==> config.mk <==
export PLATFORM = sky130hd
export DESIGN_NAME = seq_divider
export DESIGN_NICKNAME = d
export VERILOG_FILES = /design/src/rtl/seq_divider.sv
export SDC_FILE = /design/constraint.sdc
export NUM_CORES = 1
export LEC_CHECK = 0
export CORE_MARGIN = 2
export CORE_UTILIZATION = 49
export DETAILED_ROUTE_END_ITERATION = 7
export GPL_ROUTABILITY_DRIVEN = 1
export PLACE_DENSITY = 0.76
export SLEW_MARGIN = 40
export SYNTH_ARGS = -nofsm -noshare
export SYNTH_HDL_FRONTEND = slang
export SYNTH_SLANG_ARGS = --single-unit
==> constraint.sdc <==
create_clock -name clk_in -period 2.1 [get_ports clk_in]
set_input_delay 0.42 -clock clk_in [delete_from_list [all_inputs] [get_ports clk_in]]
set_output_delay 0.42 -clock clk_in [all_outputs]
set_load 0.1 [all_outputs]
==> src/rtl/seq_divider.sv <==
// Sequential signed restoring divider: OUTPUT_WIDTH-bit dividend / INPUT_WIDTH-bit divisor,
// quotient truncated toward zero, remainder carrying the dividend's sign.
module seq_divider #(
   parameter int INPUT_WIDTH  = 6,
   parameter int OUTPUT_WIDTH = 12,
   parameter int COUNTER_SIZE = 4
) (
   input  logic                    clk_in,
   input  logic                    rst_in,
   input  logic                    start_in,
   input  logic [OUTPUT_WIDTH-1:0] dividend_in,
   input  logic [INPUT_WIDTH-1:0]  divisor_in,
   output logic [INPUT_WIDTH-1:0]  quotient_out,
   output logic [INPUT_WIDTH-1:0]  remainder_out,
   output logic                    busy_out,
   output logic                    done_out,
   output logic                    div_zero_out,
   output logic                    overflow_out,
   output logic [COUNTER_SIZE-1:0] counter_out,
   output logic [1:0]              state_out
);

   // Handshake: start_in is sampled only in IDLE; busy_out rises on that edge and falls on
   // the edge that raises done_out, which is high for exactly one cycle. No request queueing.
   typedef enum logic [1:0] {IDLE = 2'd0, PREP = 2'd1, RUN = 2'd2, FINISH = 2'd3} state_t;

   localparam logic [COUNTER_SIZE-1:0] LAST_STEP = COUNTER_SIZE'(OUTPUT_WIDTH - 1);
   localparam logic [OUTPUT_WIDTH-1:0] Q_LIM_POS = OUTPUT_WIDTH'(2 ** (INPUT_WIDTH - 1) - 1);
   localparam logic [OUTPUT_WIDTH-1:0] Q_LIM_NEG = OUTPUT_WIDTH'(2 ** (INPUT_WIDTH - 1));

   state_t state, state_nxt;

   logic [OUTPUT_WIDTH-1:0] dvd_r;    // operand, then magnitude, then shifted-in quotient
   logic [INPUT_WIDTH-1:0]  dvs_r;    // operand, then magnitude
   logic                    dvd_neg;
   logic                    dvs_neg;
   logic                    dz_r;
   logic [INPUT_WIDTH:0]    prem_r;
   logic [COUNTER_SIZE-1:0] counter_r;

   logic [INPUT_WIDTH:0]    prem_shift;
   logic [INPUT_WIDTH+1:0]  trial;
   logic                    trial_ok;
   logic                    sign_diff;
   logic                    q_ovf;
   logic [INPUT_WIDTH-1:0]  q_val;
   logic [INPUT_WIDTH-1:0]  r_val;

   assign state_out   = state;
   assign counter_out = counter_r;

   always_ff @(posedge clk_in or negedge rst_in) begin
      if (!rst_in) state <= IDLE;
      else         state <= state_nxt;
   end

   always_comb begin
      state_nxt = state;
      case (state)
         IDLE:    if (start_in) state_nxt = PREP;
         PREP:    state_nxt = (dvs_r == '0) ? FINISH : RUN;
         RUN:     if (counter_r == LAST_STEP) state_nxt = FINISH;
         FINISH:  state_nxt = IDLE;
         default: state_nxt = IDLE;
      endcase
   end

   always_comb begin
      prem_shift = {prem_r[INPUT_WIDTH-1:0], dvd_r[OUTPUT_WIDTH-1]};
      trial      = {1'b0, prem_shift} - {2'b00, dvs_r};
      trial_ok   = ~trial[INPUT_WIDTH+1];
      sign_diff  = dvd_neg ^ dvs_neg;
      // A negative quotient can reach one step further than a positive one.
      q_ovf      = sign_diff ? (dvd_r > Q_LIM_NEG) : (dvd_r > Q_LIM_POS);
      q_val      = sign_diff ? -dvd_r[INPUT_WIDTH-1:0] : dvd_r[INPUT_WIDTH-1:0];
      r_val      = dvd_neg ? -prem_r[INPUT_WIDTH-1:0] : prem_r[INPUT_WIDTH-1:0];
   end

   always_ff @(posedge clk_in or negedge rst_in) begin
      if (!rst_in) begin
         dvd_r         <= '0;
         dvs_r         <= '0;
         dvd_neg       <= 1'b0;
         dvs_neg       <= 1'b0;
         dz_r          <= 1'b0;
         prem_r        <= '0;
         counter_r     <= '0;
         quotient_out  <= '0;
         remainder_out <= '0;
         busy_out      <= 1'b0;
         done_out      <= 1'b0;
         div_zero_out  <= 1'b0;
         overflow_out  <= 1'b0;
      end else begin
         done_out <= 1'b0;
         case (state)
            IDLE: begin
               counter_r <= '0;
               if (start_in) begin
                  dvd_r    <= dividend_in;
                  dvs_r    <= divisor_in;
                  busy_out <= 1'b1;
               end
            end
            PREP: begin
               dvd_neg   <= dvd_r[OUTPUT_WIDTH-1];
               dvs_neg   <= dvs_r[INPUT_WIDTH-1];
               dvd_r     <= dvd_r[OUTPUT_WIDTH-1] ? -dvd_r : dvd_r;
               dvs_r     <= dvs_r[INPUT_WIDTH-1] ? -dvs_r : dvs_r;
               dz_r      <= (dvs_r == '0);
               prem_r    <= '0;
               counter_r <= '0;
            end
            RUN: begin
               prem_r    <= trial_ok ? trial[INPUT_WIDTH:0] : prem_shift;
               dvd_r     <= {dvd_r[OUTPUT_WIDTH-2:0], trial_ok};
               counter_r <= (counter_r == LAST_STEP) ? '0 : counter_r + 1'b1;
            end
            FINISH: begin
               busy_out <= 1'b0;
               done_out <= 1'b1;
               if (dz_r || q_ovf) begin
                  quotient_out  <= '0;
                  remainder_out <= '0;
               end else begin
                  quotient_out  <= q_val;
                  remainder_out <= r_val;
               end
               div_zero_out <= dz_r;
               overflow_out <= !dz_r && q_ovf;
            end
            default: ;
         endcase
      end
   end

endmodule

==> results.py, run 1 <==
metrics = {
    "synthesis": {
        "seq_area_frac_synth_pct": 41.1,
        "synthCells": 341,
        "ys_types": 47,
        "yosysWarnings": 0,
        "netlist_area_sq_um": 2990,
        "synth_nets": 378,
        "synth_seq_cells": 49,
        "postSynth.asyncResetShare_pct": 100,
        "synth_edf_count": 0,
        "postSynthAreaPerCell_sq_um": 8.76,
        "synth_top_flop_cell": "dfrtp_1",
    },
    "sta": {
        "worst_slack_ns": 0.0971,
        "setup_viol": 0,
        "fin_skew_ns": 0.00515,
        "min_period_over_period_pct": 95.4,
        "period_needed_ns": 2.00,
        "slew-limit-headroom_pct": 58.7,
        "rsz0062_at_grt": "no",
        "setup_tns_ns": 0,
        "fmax_mhz": 499,
        "worstMarginPinSlew_ns": 0.619,
        "report.final.slew_viol_count": 0,
        "hold_viol": 0,
    },
    "placement": {
        "port_buffers": 42,
        "place_ws_ns": 0.0525,
        "gp_congestion": 0.888,
        "dpl_cell_area_sq_um": 3540,
        "dpl.hpwl_um": 5300,
    },
    "worst_setup_path": {
        "worstPathMaxFanout": 5,
        "critPathLaunchType": "flip-flop",
        "critPathKind": "reg2reg",
        "cp-end-kind": "flip-flop",
        "cp.arrival_ns": 2.19,
        "critPathRequiredTime_ns": 2.29,
    },
    "global_routing": {
        "grt_max_degree": 50,
        "grt-ovfl-total": 0,
        "grt_antenna_before_repair": 0,
        "track_usage_pct": 22.5,
        "grt_pass1_vias": 2446,
        "grt_pass1_wl_um": 11600,
    },
    "die": {
        "die_w_um": 82.1,
        "ios": 43,
        "core_area_sq_um": 5920,
        "initial_core_util_pct": 50.4,
        "die_area_sq_um": 6740,
        "fp.dieH_um": 82.1,
        "rows": 28,
    },
    "clock_network": {
        "cts.clk_slew.worst_paths_ns": 0.09,
        "cts_made_buffers": 5,
        "clock_latency_ns": 0.30,
        "cts_root_buf": "clkbuf_8",
        "cts_hold_buffers": 0,
        "cts_max_level": 2,
        "cts_buffer_depth": 2,
        "numClockSinks": 49,
        "cts_tree": "done",
    },
    "route": {
        "wl_um": 7180,
        "antenna_left": 0,
        "dr_total_vias": 2619,
        "drt_iter0_drc": 225,
        "wire_per_inst_um": 15.3,
        "viasPerCell": 5.58,
        "drc": 0,
        "first_pass_iters": 4,
    },
    "run": {
        "drv_cap": 0,
    },
    "cells_and_area": {
        "layout_common_cells": "47 x dfrtp_1, 44 x buf_4, 33 x inv_1",
        "fin_area_sq_um": 3690,
        "fillCellCount": 507,
        "final_nets": 430,
        "fin_util_pct": 62.3,
        "diodes": 0,
        "drive_gt1_share_pct": 17.8,
        "final_common_cell": "dfrtp_1",
        "syn_to_final_growth_pct": 23.4,
    },
    "run_status": {
        "status": "finished clean",
    },
    "min_path": {
        "hp-class": "in2async",
    },
}
[metrics by stage]
stage	instances	hold WS (ns)
3_5_place_dp	461	0.504
4_1_cts	469	0.234
3_3_place_gp	461	0.496
5_1_grt	469	0.275
6_report	469	0.201
2_1_floorplan	341	0.124
[critical path, cell delays in order (launching register included)]
cell      delay (ns)
dfrtp_1         0.43
or2_4           0.28
or4_4           0.44
or3_1           0.36
a222oi_1        0.28
o21ai_1         0.10
[final cells by class]
cell class / count / area (sq um) / share of cell area [%]
inverter: 34 / 128 / 3.46
multi-input combinational: 239 / 1590 / 43.0
tap: 75 / 93.8 / 2.55
clock buffer: 6 / 82.6 / 2.24
clock inverter: 2 / 37.5 / 1.02
timing repair buffer: 64 / 526 / 14.3
sequential: 49 / 1230 / 33.5
[registers in the layout, summed over array words and instances (netlist names)]
name / flops
busy_out: 1
counter_out: 4
div_zero_out: 1
done_out: 1
dvd_neg: 1
dvd_r: 12
dvs_neg: 1
dvs_r: 6
dz_r: 1
overflow_out: 1
prem_r: 6
quotient_out: 6
remainder_out: 6
state_out: 2
[metal layers]
layer	wire length, um	up-vias	global-route usage (%)
met2	3410	55	37.3
li1	-	1306	-
met1	3440	1252	31.0
met5	0	-	0
met4	67	0	5.00
met3	264	6	3.41
[repair_timing]
action / in CTS / in global routing
setup buffers: 0 / 0
endpoints found under the setup margin: 0 / 17
gates resized for setup: 0 / 7
[kinds of logic (layout without fill, tap and decap cells)]
group | Yosys count | count (layout) | synth area share (%)
AND/OR/NAND/NOR | 104 | 104 | 17.3
buffers and inverters | 53 | 106 | 6.83
multiplexers | 12 | 12 | 4.27
AO/OA/AOI/OAI | 93 | 93 | 19.5
flip-flops | 49 | 49 | 41.1
XOR/XNOR | 14 | 14 | 4.11
adder cells (fa/ha/maj) | 16 | 16 | 6.95
[path summary, 6_finish.rpt]
check | slack (ns) | endpoint | startpoint | cells after the start
setup / recovery | 0.1 | dvd_r[9]$_DFFE_PN0P_ | dvd_r[1]$_DFFE_PN0P_ | 5
hold reg to reg | 0.52 | overflow_out$_DFFE_PN0P_ | overflow_out$_DFFE_PN0P_ | 1
max in group asynchronous | 1.44 | state_out[0]$_DFFE_PN0P_ | rst_in | 2
setup reg to reg | 0.1 | dvd_r[9]$_DFFE_PN0P_ | dvd_r[1]$_DFFE_PN0P_ | 5
hold / removal | 0.20 | dvs_neg$_DFFE_PN0P_ | rst_in | 2
min in group clk_in | 0.52 | overflow_out$_DFFE_PN0P_ | overflow_out$_DFFE_PN0P_ | 1
[cells in the mapped netlist (2+ instances only)]
cell       count  area share [%]
nor3_1        10             1.7
a21oi_1       15             2.5
clkbuf_1      17             2.1
nand3b_1       2            0.50
o22ai_1       16             3.4
o21ai_1        2            0.34
xnor2_1        8             2.3
o2bb2ai_1      2            0.59
nor4_1         4            0.84
nand2b_1       4            0.84
o21ai_0       28             4.7
a221oi_1       2            0.59
nor2_1        32             4.0
nor2b_1        3            0.63
a32oi_1        2            0.59
ha_1          15             6.3
nor4b_1        2            0.59
xor2_1         6             1.8
a31oi_1        2            0.42
mux2_2         6             2.3
a211oi_1      10             2.5
nand2_1       25             3.1
a222oi_1       2            0.67
dfrtp_1       49              41
mux2i_1        6             2.0
a22o_1         2            0.59
a22oi_1        4             1.0
nand3_1        4            0.67
or3_1          3            0.63
and3_1         9             1.9
inv_1         33             4.1
Power of run 1 is left out: the tool's default activity adds up to more than one toggle a clock period on the data nets, which glitch-free logic cannot reach.
==> run 2: changes to the inputs <==
- CORE_UTILIZATION: 49 -> 47
- PLACE_DENSITY: 0.76 -> 0.73
==> run 2 against run 1 <==
Net effect: sequential share of layout area shrank 0.057 points; highest routed layer unchanged; wire length grew 3.0%; global-route usage is 0.88 points lower; die area rose by 4.0%.
==> results.py, run 2 (synthesized netlist as in run 1, its figures left out) <==
metrics = {
    "run_status": {
        "status": "finished clean",
    },
    "route": {
        "wire_per_inst_um": 15.5,
        "wl_um": 7400,
        "first_pass_iters": 6,
        "viasPerCell": 5.65,
        "dr_total_vias": 2702,
        "drc": 0,
        "antenna_left": 0,
        "drt_iter0_drc": 197,
    },
    "cells_and_area": {
        "regMostFlops": "dvd_r",
        "layout_common_cells": "50 x buf_4, 47 x dfrtp_1, 33 x inv_1",
        "largest_reg_flops": 12,
        "final_common_cell": "buf_4",
        "drive_gt1_share_pct": 18.2,
        "diodes": 0,
        "final_nets": 437,
        "fin_area_sq_um": 3690,
        "syn_to_final_growth_pct": 23.6,
    },
    "run": {
        "drv_cap": 0,
    },
    "worst_setup_path": {
        "worstPathCellList": "or2_4, or4_4, or3_1, a222oi_1, o21ai_1",
        "cp-end-kind": "flip-flop",
        "critPathTopFamily": "simple AND/OR/NAND/NOR gates",
        "max_stage_delay_ns": 0.44,
        "slowest_stage": "or4_4",
        "critPathRequiredTime_ns": 2.30,
        "r2r_end": "dvd_r[9]$_DFFE_PN0P_",
        "r2r_cells": 5,
        "critPathKind": "reg2reg",
        "cp.arrival_ns": 2.20,
        "reg2reg_slack_ns": 0.1,
        "critPathLaunchType": "flip-flop",
        "path_buf_inv": 0,
        "r2r-start": "dvd_r[1]$_DFFE_PN0P_",
        "worstPathMaxFanout": 5,
    },
    "sta": {
        "fmax_mhz": 500,
        "fin_skew_ns": 0.00341,
        "setup_viol": 0,
        "slew-limit-headroom_pct": 70.7,
        "setup_tns_ns": 0,
        "rsz0062_at_grt": "yes",
        "worstMarginPinSlew_ns": 0.438,
        "report.final.slew_viol_count": 0,
        "hold_viol": 0,
        "worst_slack_ns": 0.0992,
        "period_needed_ns": 2.00,
        "min_period_over_period_pct": 95.3,
    },
    "global_routing": {
        "grt_max_degree": 24,
        "grt_antenna_before_repair": 0,
        "grt_pass1_vias": 2556,
        "track_usage_pct": 21.6,
        "grt-ovfl-total": 0,
        "grt_pass1_wl_um": 12200,
    },
    "placement": {
        "gp_congestion": 0.928,
        "dpl_cell_area_sq_um": 3580,
        "port_buffers": 42,
        "place_ws_ns": 0.0943,
        "dpl.hpwl_um": 5550,
    },
    "die": {
        "die_w_um": 83.7,
        "die_area_sq_um": 7010,
        "fp.dieH_um": 83.7,
        "initial_core_util_pct": 47.9,
        "core_area_sq_um": 6240,
        "rows": 29,
        "ios": 43,
    },
    "clock_network": {
        "cts_made_buffers": 5,
        "cts_buffer_depth": 2,
        "clock_latency_ns": 0.31,
        "cts_tree": "done",
        "numClockSinks": 49,
        "cts_max_level": 2,
        "cts.clk_slew.worst_paths_ns": 0.09,
        "cts_root_buf": "clkbuf_8",
    },
    "min_path": {
        "hp-class": "in2async",
    },
}
## run 2: timing repair
| item | 4_1_cts | 5_1_grt |
|---|---|---|
| hold endpoints to repair | 4 | 0 |
| hold buffers | 1 | 0 |
| endpoints found under the setup margin | 0 | 11 |
| resized for setup | 0 | 3 |
| setup buffers | 0 | 1 |
## run 2: worst reg2reg max path, stage by stage (launching register included)
cell	delay, ns
dfrtp_1	0.42
or2_4	0.26
or4_4	0.44
or3_1	0.32
a222oi_1	0.33
o21ai_1	0.11
## run 2: per-stage QoR
stage,util (%),instances,hold WS [ns]
after floorplan,-,341,0.124
after global placement,57.4,468,0.250
after detailed placement,57.4,468,0.252
after CTS,58.9,477,0.440
after global routing,59.2,478,0.468
final,59.2,478,0.440
## run 2: how the worst max path moves through the flow
stage                                         from                    end  depth (start not counted)
after CTS                     dvs_r[2]$_DFFE_PN0P_  prem_r[1]$_DFFE_PN0N_                          7
after global placement                    start_in   dvs_r[2]$_DFFE_PN0P_                          6
after floorplan           state_out[0]$_DFFE_PN0P_  dvd_r[10]$_DFFE_PN0P_                          7
after global routing      state_out[0]$_DFFE_PN0P_  prem_r[5]$_DFFE_PN0N_                          8
after detailed placement                  start_in   dvs_r[3]$_DFFE_PN0P_                          6
final                         dvd_r[1]$_DFFE_PN0P_   dvd_r[9]$_DFFE_PN0P_                          5
## run 2: final cells by class
class                   count  area (sq um)
inverters                  34           128
clock inverters             2          15.0
well taps                  77          96.3
multi-input cells         239          1570
repair buffers             71           581
flip-flops and latches     49          1230
fillers                   551          2550
clock buffers               6          72.6
## run 2: metal layers
metal  routed length [um]  global-route usage [%]  vias up
met1                 3410                    30.2     1291
met3                  317                    3.46        9
met4                  103                    7.48        0
met5                    0                       0        -
met2                 3560                    34.2       78
li1                     -                       -     1324
Power of run 2 is left out for the same reason.
==> run 3: changes to the inputs <==
- CELL_PAD_IN_SITES_DETAIL_PLACEMENT: not set -> 0
- CELL_PAD_IN_SITES_GLOBAL_PLACEMENT: not set -> 2
- CORE_UTILIZATION: 47 -> 30
- MAX_ROUTING_LAYER: not set -> met4
- PLACE_DENSITY: 0.73 -> not set
- PLACE_DENSITY_LB_ADDON: not set -> 0.1
==> run 3 against run 2 <==
Net effect: clock skew is 0.0034 ns higher; sequential share of layout area shrank 1.1 points; first-iteration DRC count is 45% lower; non-clock buffer count increased by 2; hold slack worse by 0.38 ns; clock-buffer cell count is the same; global-route usage shrank 5.3 points; final cell count increased by 12%; die area rose by 54%; via count shrank 3.5%; setup slack improved by 0.0024 ns; register-to-register slack about the same; critical endpoint unchanged.
==> results.py, run 3 (synthesized netlist as in run 1, its figures left out) <==
metrics = {
    "cells_and_area": {
        "drive_gt1_share_pct": 19.6,
        "final_common_cell": "buf_4",
        "diodes": 0,
        "syn_to_final_growth_pct": 28.0,
        "largest_reg_flops": 12,
        "multi_input_area_sq_um": 1580,
        "regMostFlops": "dvd_r",
        "layout_common_cells": "53 x buf_4, 47 x dfrtp_1, 33 x inv_1",
        "fin_util_pct": 39.3,
        "fillCellCount": 1028,
        "final_nets": 439,
        "seq_area_sq_um": 1230,
    },
    "worst_setup_path": {
        "r2r_end": "dvd_r[9]$_DFFE_PN0P_",
        "critPathRequiredTime_ns": 2.30,
        "worstPathMaxFanout": 4,
        "r2r-start": "dvd_r[1]$_DFFE_PN0P_",
        "cp-end-kind": "flip-flop",
        "critPathLaunch": "dvd_r[1]$_DFFE_PN0P_",
        "critPathKind": "reg2reg",
        "critPathLaunchType": "flip-flop",
        "reg2reg_slack_ns": 0.10,
        "r2r_cells": 5,
        "cp.arrival_ns": 2.20,
    },
    "global_routing": {
        "grt_pass1_vias": 2565,
        "grt_max_degree": 21,
        "grt_antenna_before_repair": 0,
        "grt_pass1_wl_um": 13800,
        "grt-ovfl-total": 0,
        "track_usage_pct": 16.3,
    },
    "clock_network": {
        "cts_root_buf": "clkbuf_8",
        "cts.clk_slew.worst_paths_ns": 0.10,
        "clock_latency_ns": 0.31,
        "cts_tree": "done",
        "cts_buffer_depth": 2,
        "cts_made_buffers": 5,
        "numClockSinks": 49,
        "cts_max_level": 2,
        "cts_hold_buffers": 0,
    },
    "route": {
        "wl_um": 8110,
        "wirelength_met1_um": 4220,
        "dr_total_vias": 2607,
        "viasPerCell": 4.86,
        "drt_iter0_drc": 109,
        "highest_layer": "met4",
        "wire_per_inst_um": 15.1,
        "first_pass_iters": 4,
        "antenna_left": 0,
        "wl_met3_um": 241,
        "drc": 0,
        "wl_met2_um": 3580,
    },
    "run_status": {
        "status": "finished clean",
    },
    "placement": {
        "port_buffers": 42,
        "gp_congestion": 0.776,
        "dpl.hpwl_um": 6380,
    },
    "sta": {
        "period_needed_ns": 2.00,
        "setup_tns_ns": 0,
        "slew-limit-headroom_pct": 64.8,
        "fmax_mhz": 500,
        "worstMarginPinSlew_ns": 0.524,
        "report.final.slew_viol_count": 0,
        "min_period_over_period_pct": 95.2,
        "fin_skew_ns": 0.00676,
        "setup_viol": 0,
        "hold_viol": 0,
    },
    "die": {
        "die_area_sq_um": 10800,
        "initial_core_util_pct": 30.7,
        "rows": 36,
        "core_area_sq_um": 9730,
        "die_w_um": 104,
        "fp.dieH_um": 104,
        "ios": 43,
    },
    "run": {
        "drv_cap": 0,
    },
    "min_path": {
        "hp-class": "in2async",
    },
}
## run 3: cell types whose count changed in the layout (fill, tap and decap cells not counted), sizes merged
cell | previous run | this run
buf | 51 | 54
dlygate4sd3 | 1 | 0
clkinvlp | 2 | 1
bufinv | 0 | 1
## run 3: through the flow
stage / hold slack (ns) / area [sq um] / setup WS (ns) / cells
2_1_floorplan: 0.124 / 3000 / 0.0139 / 341
3_3_place_gp: 0.412 / 3670 / 0.0127 / 527
3_5_place_dp: 0.407 / 3670 / 0.0394 / 527
4_1_cts: 0.0651 / 3790 / 0.00260 / 535
5_1_grt: 0.0799 / 3820 / -0.0181 / 536
6_report: 0.0557 / 3820 / 0.102 / 536
## run 3: repair_timing
action / 4_1_cts / 5_1_grt
setup buffers: 0 / 1
setup endpoints to repair: 0 / 23
resized for setup: 0 / 6
## run 3: how the worst max path moves through the flow
stage	endpoint	slack, ns
2_1_floorplan	dvd_r[10]$_DFFE_PN0P_	0.01
4_1_cts	dvd_r[8]$_DFFE_PN0P_	0.003
3_5_place_dp	dvd_r[8]$_DFFE_PN0P_	0.04
3_3_place_gp	dvd_r[8]$_DFFE_PN0P_	0.01
5_1_grt	quotient_out[3]$_DFFE_PN0P_	-0.02
6_report	dvd_r[9]$_DFFE_PN0P_	0.10
## run 3: layout make-up
| cell class | instances | area share [%] |
|---|---|---|
| timing repair buffer | 73 | 15.5 |
| clock buffer | 6 | 2.16 |
| multi-input combinational | 239 | 41.4 |
| sequential | 49 | 32.3 |
| clock inverter | 2 | 0.982 |
| tap | 133 | 4.35 |
| inverter | 34 | 3.34 |
## run 3: layer usage
metal  vias up  track usage (%)
met5         -                -
met4         0             3.47
met3         4             2.20
met2        42             23.6
met1      1228             24.3
li1       1333                -
## run 3: worst max-delay path, cell delays in order, from the launching register on
cell      delay, ns
dfrtp_1        0.42
or2_4          0.28
or4_4          0.45
or3_1          0.36
a222oi_1       0.28
o21ai_1        0.10
Power of run 3 is left out for the same reason.
